[src/rtl/bus_arbiter.sv]
// Round-robin bus arbiter for four masters with a per-transfer abort timer.
// Each grant is held through one DONE cycle, and there is always an idle cycle between grants.
//
// state  | meaning
// -------+-------------------------------------------------------------
// S_IDLE | no grant; searches req from rr_ptr and grants the winner
// S_BUSY | grant held; waits for mem_done or the timer to expire
// S_DONE | grant held one more cycle while finish pulses to the owner
module bus_arbiter #(
   parameter int         NREQ    = 4,
   parameter logic [7:0] TIMEOUT = 8'd255
) (
   input  logic            CLK,
   input  logic            CLR,
   input  logic [NREQ-1:0] req,
   input  logic            mem_done,
   input  logic            err_clr,
   output logic [NREQ-1:0] grant,
   output logic [NREQ-1:0] finish,
   output logic            busy,
   output logic [1:0]      owner,
   output logic            timeout_err,
   output logic [1:0]      err_owner
);

   localparam logic [1:0] S_IDLE = 2'd0;
   localparam logic [1:0] S_BUSY = 2'd1;
   localparam logic [1:0] S_DONE = 2'd2;

   logic [1:0]      state_q, state_d;
   logic [NREQ-1:0] grant_q, grant_d;
   logic [NREQ-1:0] finish_q, finish_d;
   logic            busy_q, busy_d;
   logic [1:0]      owner_q, owner_d;
   logic [1:0]      rr_ptr_q, rr_ptr_d;
   logic [7:0]      timer_q, timer_d;
   logic            timeout_err_q, timeout_err_d;
   logic [1:0]      err_owner_q, err_owner_d;

   logic            win_found;
   logic [1:0]      win_idx;
   logic [1:0]      idx;

   // Round-robin search: first requester at or after rr_ptr, wrapping past 3.
   always_comb begin
      win_found = 1'b0;
      win_idx   = rr_ptr_q;
      idx       = '0;
      for (int k = 0; k < NREQ; k++) begin
         idx = rr_ptr_q + 2'(k);
         if (!win_found && req[idx]) begin
            win_found = 1'b1;
            win_idx   = idx;
         end
      end
   end

   always_comb begin
      state_d       = state_q;
      grant_d       = grant_q;
      finish_d      = '0;
      owner_d       = owner_q;
      rr_ptr_d      = rr_ptr_q;
      timer_d       = timer_q;
      err_owner_d   = err_owner_q;
      timeout_err_d = err_clr ? 1'b0 : timeout_err_q;

      case (state_q)
         S_IDLE: begin
            grant_d = '0;
            if (win_found) begin
               state_d          = S_BUSY;
               grant_d[win_idx] = 1'b1;
               owner_d          = win_idx;
               timer_d          = '0;
            end
         end
         S_BUSY: begin
            // mem_done beats a simultaneous timer expiry, so no error in that case.
            if (mem_done) begin
               state_d  = S_DONE;
               finish_d = grant_q;
            end else if (timer_q == TIMEOUT - 8'd1) begin
               state_d       = S_DONE;
               finish_d      = grant_q;
               timeout_err_d = 1'b1;
               err_owner_d   = owner_q;
            end else begin
               timer_d = timer_q + 8'd1;
            end
         end
         S_DONE: begin
            state_d  = S_IDLE;
            grant_d  = '0;
            rr_ptr_d = owner_q + 2'd1;
         end
         default: begin
            state_d = S_IDLE;
            grant_d = '0;
         end
      endcase

      busy_d = |grant_d;
   end

   always_ff @(posedge CLK) begin
      if (!CLR) begin
         state_q       <= S_IDLE;
         grant_q       <= '0;
         finish_q      <= '0;
         busy_q        <= 1'b0;
         owner_q       <= '0;
         rr_ptr_q      <= '0;
         timer_q       <= '0;
         timeout_err_q <= 1'b0;
         err_owner_q   <= '0;
      end else begin
         state_q       <= state_d;
         grant_q       <= grant_d;
         finish_q      <= finish_d;
         busy_q        <= busy_d;
         owner_q       <= owner_d;
         rr_ptr_q      <= rr_ptr_d;
         timer_q       <= timer_d;
         timeout_err_q <= timeout_err_d;
         err_owner_q   <= err_owner_d;
      end
   end

   assign grant       = grant_q;
   assign finish      = finish_q;
   assign busy        = busy_q;
   assign owner       = owner_q;
   assign timeout_err = timeout_err_q;
   assign err_owner   = err_owner_q;

endmodule

[config.mk]
export PLATFORM = sky130hd
export DESIGN_NAME = bus_arbiter
export DESIGN_NICKNAME = d
export VERILOG_FILES = /design/src/rtl/bus_arbiter.sv
export SDC_FILE = /design/constraint.sdc
export NUM_CORES = 1
export LEC_CHECK = 0
export ABC_AREA = 1
export CAP_MARGIN = 20
export CORE_MARGIN = 1.5
export CORE_UTILIZATION = 30
export CTS_CLUSTER_DIAMETER = 200
export CTS_CLUSTER_SIZE = 10
export DETAILED_ROUTE_END_ITERATION = 10
export PLACE_DENSITY_LB_ADDON = 0.05
export REMOVE_ABC_BUFFERS = 1
export SYNTH_ARGS = -nofsm -noshare
export SYNTH_HDL_FRONTEND = slang
export SYNTH_SLANG_ARGS = --single-unit
[constraint.sdc]
create_clock -name CLK -period 1.8 [get_ports CLK]
set_input_delay 0.18 -clock CLK [delete_from_list [all_inputs] [get_ports CLK]]
set_output_delay 0.18 -clock CLK [all_outputs]
set_load 0.05 [all_outputs]
## After elaboration in Yosys (flattened, before gate mapping)

Cells that the tools add are included.

- RAM bits: 0
- Memories kept: 0
- Register bits after elaboration: 26
- Latch bits: 0
- Memory bits (read-only): 0
- Bits of input ports: 8

- $mul: 0
- Reductions and logical operators: 15
- Div/mod/pow operators: 0
- Add/subtract/negate cells: 5
- Bitwise operators: 1
- Shift operators: 0
- Multiplexer cells: 33
- Eq/ne operators: 7
- Order comparisons: 6

Operators with widths:

| kind | number |
|---|---|
| 8-bit 2-to-1 mux | 3 |
| 8-bit one-hot mux with 2 select lines | 1 |
| 2-bit by 3-bit < comparator with 1-bit output, second input constant | 5 |
| 1-bit 2-to-1 mux | 13 |
| 2-bit 2-to-1 mux | 6 |
| 4-bit 2-to-1 mux | 3 |
| 8-bit by 1-bit adder with 8-bit output, second input constant | 1 |
| 1-bit binary-select mux with 2-bit select | 4 |
| 8-bit == test, second input constant | 1 |
| 4-bit one-hot mux with 2 select lines | 1 |
| 2-bit inequality test, second input constant | 3 |
| 2-bit AND reduction | 3 |
| 2-bit by 1-bit adder with 2-bit output, second input constant | 2 |
| 2-bit adder, second input constant | 2 |
| 1-bit logical AND | 4 |
| 2-bit one-hot mux with 2 select lines | 1 |
| 4-bit AND reduction | 1 |
| 4-bit OR reduction | 1 |
| 1-bit zero test | 3 |
| 3-bit inequality test, second input constant | 1 |
| 3-bit AND reduction | 1 |
| 1-bit demux with 2-bit select | 1 |
| 2-bit by 1-bit == test with 1-bit output, second input constant | 1 |
| 2-bit == test, second input constant | 1 |
| 4 further kinds | 4 |

## Logic depth before layout (Yosys ltp)

Gate-level depths: netlist of run 1.

- Word-level depth: 19
- Mapped depth: 16
- Gate-level depth less buffers: 15

## Worst setup path before layout of run 1

No wires, ideal clock.

- Path kind: reg2reg
- Start point: reg rr_ptr_q[1]
- End point: reg timer_q[5]
- Setup slack: 0.168 ns
- Data arrival time: 1.520 ns
- Period minus slack after synthesis: 1.632 ns
- Path buffers: 1
- Library setup time: 0.113 ns
- Stages on the path, launching flop included: 17
- Path through: dfxtp_1 buf_6 inv_4 nand2_1 nand2_2 nand2_1 nand2_2 nor2_4 nand2_2 o21ai_4 nand2_4 nand2_1 nor2_1 nand2_1 nand2_1 nand2_1 nor2_1

- Longest elaborated chain between the ends: 14
- Elaborated cells on any way between the ends: 23
- Those cells by class: add/sub: 3; eq/ne: 1; mux: 12; reduce/logical: 7

Ends and longest elaborated chain:

| item | line | text |
|---|---|---|
| start: declaration | 35 | `logic [1:0] rr_ptr_q, rr_ptr_d;` |
| start signal: assignment | 123 | `rr_ptr_q <= rr_ptr_d;` |
| branches (longest 11 deep; another with 2-bit by 1-bit adder with 2-bit output) | - |  |
| 1-bit 2-to-1 mux * | 51 | `if (!win_found && req[idx]) begin` |
| 2-bit inequality test (no line) * | - |  |
| 4-bit AND reduction (no line) * | - |  |
| end signal: assignment | 124 | `timer_q <= timer_d;` |
| end: declaration | 36 | `logic [7:0] timer_q, timer_d;` |

Mark *: on every way between the ends. The select of a mux whose other input is x is not followed.
A chain may end at the register's enable or synchronous reset.

## Worst setup path in the final report of run 1

- Start point: reg rr_ptr_q[0]
- End point: reg timer_q[5]

The elaborated chain is that of the path after synthesis.

==> metrics.yaml, run 1 <==
global_routing:
  grt_first_pass_wirelength_mm: 6.03
  grt_util_met2_pct: 21.3
  globalRoute.busiestLayer: "met2"
  grt_usage_pct: 14.1
  met3_usage_pct: 2.88
  use_met1_pct: 20.6
  grt_overflow: 0
  grt_max_degree: 15
  grt_pass1_vias: 1344
  antenna_found_initial: 0
logic_synthesis:
  synth-seq-area-share_pct: 34.9
  synth.avg_cell_area_um2: 6.48
  ys_ff_latch: 26
  netlist_area_um2: 1490
  synth-edff-count: 0
  synthArstFlopShare_pct: 0
  synth_cell_types: 29
  synth_top_flop_cell: "dfxtp_1"
  synth_cells: 230
  synth_area_leader_cell: "dfxtp_1"
  synth_top_cell_area_share_pct: 34.9
  synth_commonest_cells: "nand2_1, inv_1, dfxtp_1"
  yosysWarnings: 0
  yosysMostFrequentCell: "nand2_1"
  ys_top_cells_by_area: "dfxtp_1, nand2_1, inv_1"
timing:
  setup_ws_ns: -0.0348
  final_max_slew_viol_count: 0
  relSlewSlack_pct: 66.9
  setup_viol_count_final: 6
  fin_skew_ns: 0.00994
  grt_setup_unrepaired: "true"
  fin_crit_ns: 1.83
  max_freq_mhz: 545
  worst_pin_slew_ns: 0.495
  hold_viol: 0
  period_share_pct: 102
die:
  fp.dieW_um: 73.5
  die_y_um: 73.5
  core_area_um2: 4750
  initial_utilization_pct: 31.4
  rows: 25
  io_pins: 22
  die_area_um2: 5400
cts:
  cts.sinks: 26
  ctsHtreeMaxLevel: 1
  numCtsBuffers: 3
  root_buffer: "clkbuf_8"
  path_clk_slew_ns: 0.10
  clockBufferDepth: 2
  cts_tree: "built"
  clock_latency_ns: 0.28
drt:
  routed_wl_mm: 3.48
  first_pass_iters: 4
  viasPerCell: 4.37
  drc_errors: 0
  dr.first_iter.drc_count: 94
  wire_per_inst_um: 10.0
  vias: 1516
  ant_nets: 0
power_and_ir_drop:
  leakage_uw: 0.000990
  cellPowerDensity_nw_per_um2: 749
  vdd_ir_drop_max_uv: 377
flow_run:
  maxCapViolCount: 0
layout:
  nFillCells: 532
  nets: 291
  area_growth_pct: 41.7
  stdcell_count: 347
  seqCellArea_um2: 526
  num_antenna_cells: 0
  multi_input_area_um2: 875
  drive_gt1_share_pct: 27.1
worst_setup_path:
  cp-start-kind: "flip-flop"
  cpPeakStageDelay_ns: 0.39
  critPathMaxFanout: 11
  crit_chain: "buf_8 > nand2_1 > nand2_2 > nand2_2 > nand2_4 > nor2_4 > nand2_2 > o21ai_4 > nand2_4 > nand2_2 > nor2_2 > nand2_1 > nand2_1 > nand2_1 > nor2_1"
  slowest_stage: "dfxtp_4"
  cp_top_family: "simple AND/OR/NAND/NOR gates"
  required_ns: 1.99
  crit_buf_inv: 1
  crit_path_end_kind: "flip-flop"
  crit_type: "reg -> reg"
  reg2reg_setup_slack_ns: -0.03
  cp.arrival_ns: 2.02
outcome:
  violations: "negative setup slack"
  outcome: "complete, but fails checks"
worst_hold_path:
  min_path_type: "reg -> reg"
placement:
  portBuffers: 21
  gp_congestion: 0.866
  pre_cts_ws_ns: -0.133
  dpl.cell_count: 333
  dpl.hpwl_mm: 2.62
where the power goes:
group          switching (µW)  total (µW)  leakage (µW)  internal (µW)
combinational             326         550      0.000749            224
sequential               31.2         643      0.000213            612
clock                     194         390     0.0000288            196
total                     552        1580      0.000990           1030
layout make-up:
cell class	instances	share of cell area (%)
Sequential cell	26	24.9
Tap cell	67	3.97
Inverter	34	6.16
Clock buffer	4	2.61
Timing Repair Buffer	49	20.7
Timing Repair inverter	1	0.355
Multi-Input combinational cell	166	41.4
layer usage:
metal / routed length (µm) / vias up
li1: - / 821
met1: 1800 / 672
met2: 1560 / 19
met3: 95 / 4
met4: 26 / 0
met5: 0 / -
worst paths after layout:
check / startpoint / endpoint / cells after the start
min reg2reg: grant[2] / finish[2] / 2
max reg2reg: rr_ptr_q[0] / timer_q[5] / 15
min: grant[2] / finish[2] / 2
max: rr_ptr_q[0] / timer_q[5] / 15
timing repair:
action                                  CTS  global route
resized for setup                         4            26
endpoints found under the setup margin    6            15
hold buffers                              0             0
pin swaps                                 0            14
setup buffers                             2             7
gates cloned                              1             0
through the flow:
stage	TNS, ns	util, %	area, µm²	hold WS [ns]	total power [µW]
2_1_floorplan	-0.221	-	1460	0.296	967
3_3_place_gp	-1.11	39.8	1890	0.442	1150
3_5_place_dp	-0.951	39.8	1890	0.441	1140
4_1_cts	-0.00291	41.5	1970	0.455	1540
5_1_grt	-1.83	44.4	2110	0.469	1680
6_report	-0.141	44.4	2110	0.446	1580
kinds of logic (layout without fill, tap and decap cells):
logic type      Yosys count  in the layout  share of synthesized area, %
flops                    26             26                          34.9
simple gates            143            143                          43.0
compound gates           19             19                          8.31
buf+inv                  38             88                          11.0
xor+xnor                  2              2                          1.17
fa+ha+maj                 2              2                          1.68
state kept, by name, summed over array words and instances, names as in the netlist:
name	count
timer_q	8
finish	4
grant	4
err_owner	2
owner	2
rr_ptr_q	2
state_q	2
busy	1
timeout_err	1
worst min-delay path: stages (launching register included):
cell and delay, ns:
dfxtp_1 0.33, inv_1 0.05, nor2_1 0.03
placed cells by master, fill, tap and decap left out, types with 3 or more instances in the layout:
| cell | count |
|---|---|
| nand3_2 | 3 |
| inv_2 | 4 |
| inv_1 | 29 |
| dfxtp_1 | 24 |
| nand2_1 | 67 |
| nor2_2 | 4 |
| nor2_4 | 3 |
| nand3_1 | 19 |
| clkdlybuf4s50_1 | 20 |
| clkbuf_8 | 4 |
| o21ai_0 | 4 |
| nor2_1 | 17 |
| nand2_4 | 3 |
| a21oi_1 | 9 |
| nand4_1 | 5 |
| buf_6 | 3 |
| buf_4 | 25 |
| nand2_2 | 18 |
Note: power is estimated with default switching activity, not from simulation.
==> run 2, diff against run 1 <==
- CORE_MARGIN: 1.5 -> 2
==> metrics.yaml, run 2 (synthesized netlist as in run 1, its figures left out) <==
power_and_ir_drop:
  leakage_uw: 0.000977
  vdd_ir_drop_max_uv: 471
  total_power_uw: 1640
  cellPowerDensity_nw_per_um2: 796
worst_setup_path:
  crit_path_end_kind: "flip-flop"
  critical_path.startpoint: "rr_ptr_q[0]"
  reg2reg_depth: 15
  required_ns: 1.97
  critPathMaxFanout: 8
  crit_end: "timer_q[5]"
  cp-start-kind: "flip-flop"
  cp.arrival_ns: 1.98
  r2r_start: "rr_ptr_q[0]"
  crit_type: "reg -> reg"
  reg2reg_setup_slack_ns: -0.001
  r2r-end: "timer_q[5]"
drt:
  drc_errors: 0
  first_pass_iters: 4
  wl_met1_mm: 1.77
  ant_nets: 0
  vias: 1492
  wire_per_inst_um: 9.91
  viasPerCell: 4.35
  wl_met3_um: 140
  top_layer_used: "met4"
  wl_met2_mm: 1.47
  dr.first_iter.drc_count: 46
  routed_wl_mm: 3.40
layout:
  drive_gt1_share_pct: 23.6
  regMostFlops: "timer_q"
  seqCellArea_um2: 528
  stdcell_count: 343
  utilization_pct: 43.4
  multi_input_area_um2: 842
  nets: 287
  nFillCells: 512
  final_common_cell: "nand2_1"
  num_antenna_cells: 0
  layout_common_cells: "nand2_1, inv_1, dfxtp_1, buf_4"
  largest_register_ffs: 8
  area_growth_pct: 38.4
global_routing:
  antenna_found_initial: 0
  grt_pass1_vias: 1327
  grt_first_pass_wirelength_mm: 5.72
  grt_max_degree: 16
  grt_overflow: 0
  grt_usage_pct: 13.3
placement:
  portBuffers: 21
  dpl.cell_count: 332
  dpl.hpwl_mm: 2.68
  gp_congestion: 0.830
  pre_cts_ws_ns: -0.138
cts:
  path_clk_slew_ns: 0.09
  ctsHtreeMaxLevel: 1
  holdBufCountCts: 0
  root_buffer: "clkbuf_8"
  clock_latency_ns: 0.27
  cts.sinks: 26
  clockBufferDepth: 2
  numCtsBuffers: 3
  cts_tree: "built"
die:
  initial_utilization_pct: 31.4
  core_area_um2: 4750
  die_y_um: 74.5
  fp.dieW_um: 74.5
  rows: 25
  die_area_um2: 5550
  io_pins: 22
timing:
  relSlewSlack_pct: 66.8
  fin_skew_ns: 0.00569
  fin_crit_ns: 1.80
  setup_ws_ns: -0.00124
  setup_viol_count_final: 1
  fin_setup_tns_ns: -0.00124
  worst_pin_slew_ns: 0.496
  hold_viol: 0
  final_max_slew_viol_count: 0
  max_freq_mhz: 555
  period_share_pct: 100
  grt_setup_unrepaired: "true"
outcome:
  outcome: "complete, but fails checks"
  violations: "negative setup slack"
flow_run:
  maxCapViolCount: 0
worst_hold_path:
  min_path_type: "reg -> reg"
==> run 2: report_power, final <==
part / switching, µW / total (µW) / internal [µW]
sequential: 30.4 / 641 / 611
clock: 180 / 477 / 297
combinational: 315 / 525 / 209
total: 525 / 1640 / 1120
==> run 2: layer usage <==
layer	up-vias	track usage (%)
met5	-	0
met4	0	3.57
met3	2	2.44
met2	25	20.8
met1	653	18.7
li1	812	-
==> run 2: area by class of cell <==
type / instances / area share, %
clock inverter: 1 / 1.45
clock buffer: 3 / 2.00
sequential: 26 / 25.6
timing repair buffer: 46 / 19.7
tap: 67 / 4.06
multi-input combinational: 166 / 40.8
inverter: 34 / 6.42
==> run 2: stage by stage <==
stage	hold WS, ns	instance area, µm²
global route	0.475	2060
global placement	0.441	1880
floorplan	0.296	1460
CTS	0.455	1960
detailed placement	0.440	1880
finish	0.449	2060
==> run 2: what timing repair did <==
item / in CTS / in global routing
endpoints found under the setup margin: 8 / 15
endpoints found under the hold margin: 0 / 0
resized for setup: 2 / 20
pin swaps: 0 / 12
setup buffers: 0 / 7
==> run 2: critical path, stage by stage (launching register included) <==
cell and delay [ns]:
dfxtp_4 0.38, buf_8 0.13, nand2_1 0.06, nand2_2 0.06
nand2_1 0.07, nand2_2 0.08, nor2_4 0.13, nand2_2 0.07
o21ai_4 0.24, nand2_4 0.12, nand2_2 0.09, nor2_2 0.04
nand2_1 0.07, nand2_1 0.05, nand2_1 0.06, nor2_1 0.04
==> run 2: how the worst min path moves through the flow <==
| stage | start | endpoint | slack (ns) | cells past startpoint |
|---|---|---|---|---|
| finish | grant[1] | finish[1] | 0.45 | 2 |
| global route | grant[3] | finish[3] | 0.47 | 2 |
| CTS | grant[2] | finish[2] | 0.46 | 2 |
| detailed placement | grant[2] | finish[2] | 0.44 | 2 |
| global placement | grant[2] | finish[2] | 0.44 | 2 |
| floorplan | CLR | grant[3] | 0.30 | 2 |
==> run 3, diff against run 2 <==
- CORE_MARGIN: 2 -> not set
==> metrics.yaml, run 3 (synthesized netlist as in run 1, its figures left out) <==
layout:
  drive_gt1_share_pct: 33.1
  fin_area_um2: 2240
  seqCellArea_um2: 528
  final_common_cell: "nand2_1"
  nets: 293
  multi_input_area_um2: 980
  regMostFlops: "timer_q"
  utilization_pct: 47.2
  num_antenna_cells: 0
  layout_common_cells: "nand2_1, inv_1, buf_4, dfxtp_1, clkdlybuf4s50_1"
  area_growth_pct: 50.3
  nFillCells: 525
  largest_register_ffs: 8
global_routing:
  grt_max_degree: 14
  grt_first_pass_wirelength_mm: 6.02
  grt_usage_pct: 14.5
  grt_pass1_vias: 1404
  grt_overflow: 0
  antenna_found_initial: 0
timing:
  worst_pin_slew_ns: 0.494
  max_freq_mhz: 534
  fin_skew_ns: 0.00510
  final_max_slew_viol_count: 0
  setup_ws_ns: -0.0730
  hold_viol: 0
  setup_viol_count_final: 9
  fin_setup_tns_ns: -0.418
  hold_slack_ns: 0.450
  fin_crit_ns: 1.87
  period_share_pct: 104
  relSlewSlack_pct: 67.0
  grt_setup_unrepaired: "true"
drt:
  top_layer_used: "met4"
  first_pass_iters: 4
  wl_met3_um: 83
  vias: 1521
  wire_per_inst_um: 10.6
  dr.first_iter.drc_count: 50
  viasPerCell: 4.37
  wl_met1_mm: 1.88
  routed_wl_mm: 3.70
  ant_nets: 0
  wl_met2_mm: 1.69
  drc_errors: 0
worst_hold_path:
  min_path_type: "reg -> reg"
power_and_ir_drop:
  cellPowerDensity_nw_per_um2: 707
  vdd_ir_drop_max_uv: 445
  leakage_uw: 0.00106
placement:
  gp_congestion: 0.854
  dpl.hpwl_mm: 2.67
  portBuffers: 21
  dpl-instance-area_um2: 1920
die:
  rows: 25
  die_area_um2: 5260
  io_pins: 22
  die_y_um: 72.5
  core_area_um2: 4750
  initial_utilization_pct: 31.4
  fp.dieW_um: 72.5
cts:
  clock_latency_ns: 0.27
  cts_tree: "built"
  ctsHtreeMaxLevel: 1
  numCtsBuffers: 3
  path_clk_slew_ns: 0.09
  cts.sinks: 26
  clockBufferDepth: 2
  root_buffer: "clkbuf_8"
worst_setup_path:
  cpPeakStageDelay_ns: 0.37
  crit_path_end_kind: "flip-flop"
  crit_chain: "buf_6 > buf_12 > nand2_4 > nand2_4 > nand2_4 > nand2_4 > nor2_4 > nand2_2 > o21ai_4 > nand2_4 > buf_4 > o211a_1"
  cp-start-kind: "flip-flop"
  crit_top_cell: "nand2_4"
  required_ns: 1.98
  critPathMaxFanout: 8
  reg2reg_setup_slack_ns: -0.07
  cp.arrival_ns: 2.05
  crit_type: "reg -> reg"
  slowest_stage: "dfxtp_4"
flow_run:
  maxCapViolCount: 0
outcome:
  violations: "negative setup slack"
  outcome: "complete, but fails checks"
run 3: changes by cell type in the layout (fill, tap and decap cells not counted), moves of 4 or more:
| cell | delta |
|---|---|
| nand3_2 | +5 |
| nand2_2 | +4 |
| nand3_1 | -6 |
| nand2_4 | +11 |
| nand2_1 | -15 |
| buf_6 | +4 |
run 3: worst paths after layout:
kind                    start          to  cells past startpoint
hold / removal       grant[0]   finish[0]                      2
setup / recovery  rr_ptr_q[0]  timer_q[1]                     12
setup reg to reg  rr_ptr_q[0]  timer_q[1]                     12
hold reg to reg      grant[0]   finish[0]                      2
run 3: final cells by class:
cell class	count	area share, %
Clock buffer	3	1.84
Inverter	34	6.14
Multi-Input combinational cell	166	43.7
Sequential cell	26	23.5
Tap cell	67	3.74
Timing Repair Buffer	52	21.0
run 3: where the power goes:
| group | switching (µW) | total [µW] | internal, µW | leakage (µW) |
|---|---|---|---|---|
| Sequential | 30.6 | 641 | 611 | 0.000213 |
| Clock | 182 | 332 | 150 | 0.0000216 |
| Combinational | 355 | 611 | 256 | 0.000826 |
run 3: critical path: cells and delay by family, from the launching register on:
family | cells | cell delay (ns)
buffers and inverters | 3 | 0.43
AO/OA/AOI/OAI | 2 | 0.43
flip-flops | 1 | 0.37
AND/OR/NAND/NOR | 7 | 0.54
run 3: what timing repair did:
item | in CTS | in global routing
endpoints found under the setup margin | 8 | 15
resized for setup | 11 | 48
hold buffers | 0 | 0
pin swaps | 12 | 24
buffers inserted | 3 | 7
gates cloned | 0 | 0
run 3: metrics by stage:
step                setup slack (ns)  total power (µW)  cells
global placement              -0.159              1150    335
global route                  -0.193              1690    348
detailed placement            -0.136              1140    335
CTS                          -0.0521              1500    341
finish                       -0.0730              1580    348
floorplan                    -0.0637               967    226
run 3: per-layer routing:
metal / vias to the layer above / track usage (%)
met2: 16 / 22.1
met5: - / 0
met1: 673 / 20.4
li1: 827 / -
met4: 0 / 4.58
met3: 5 / 2.92
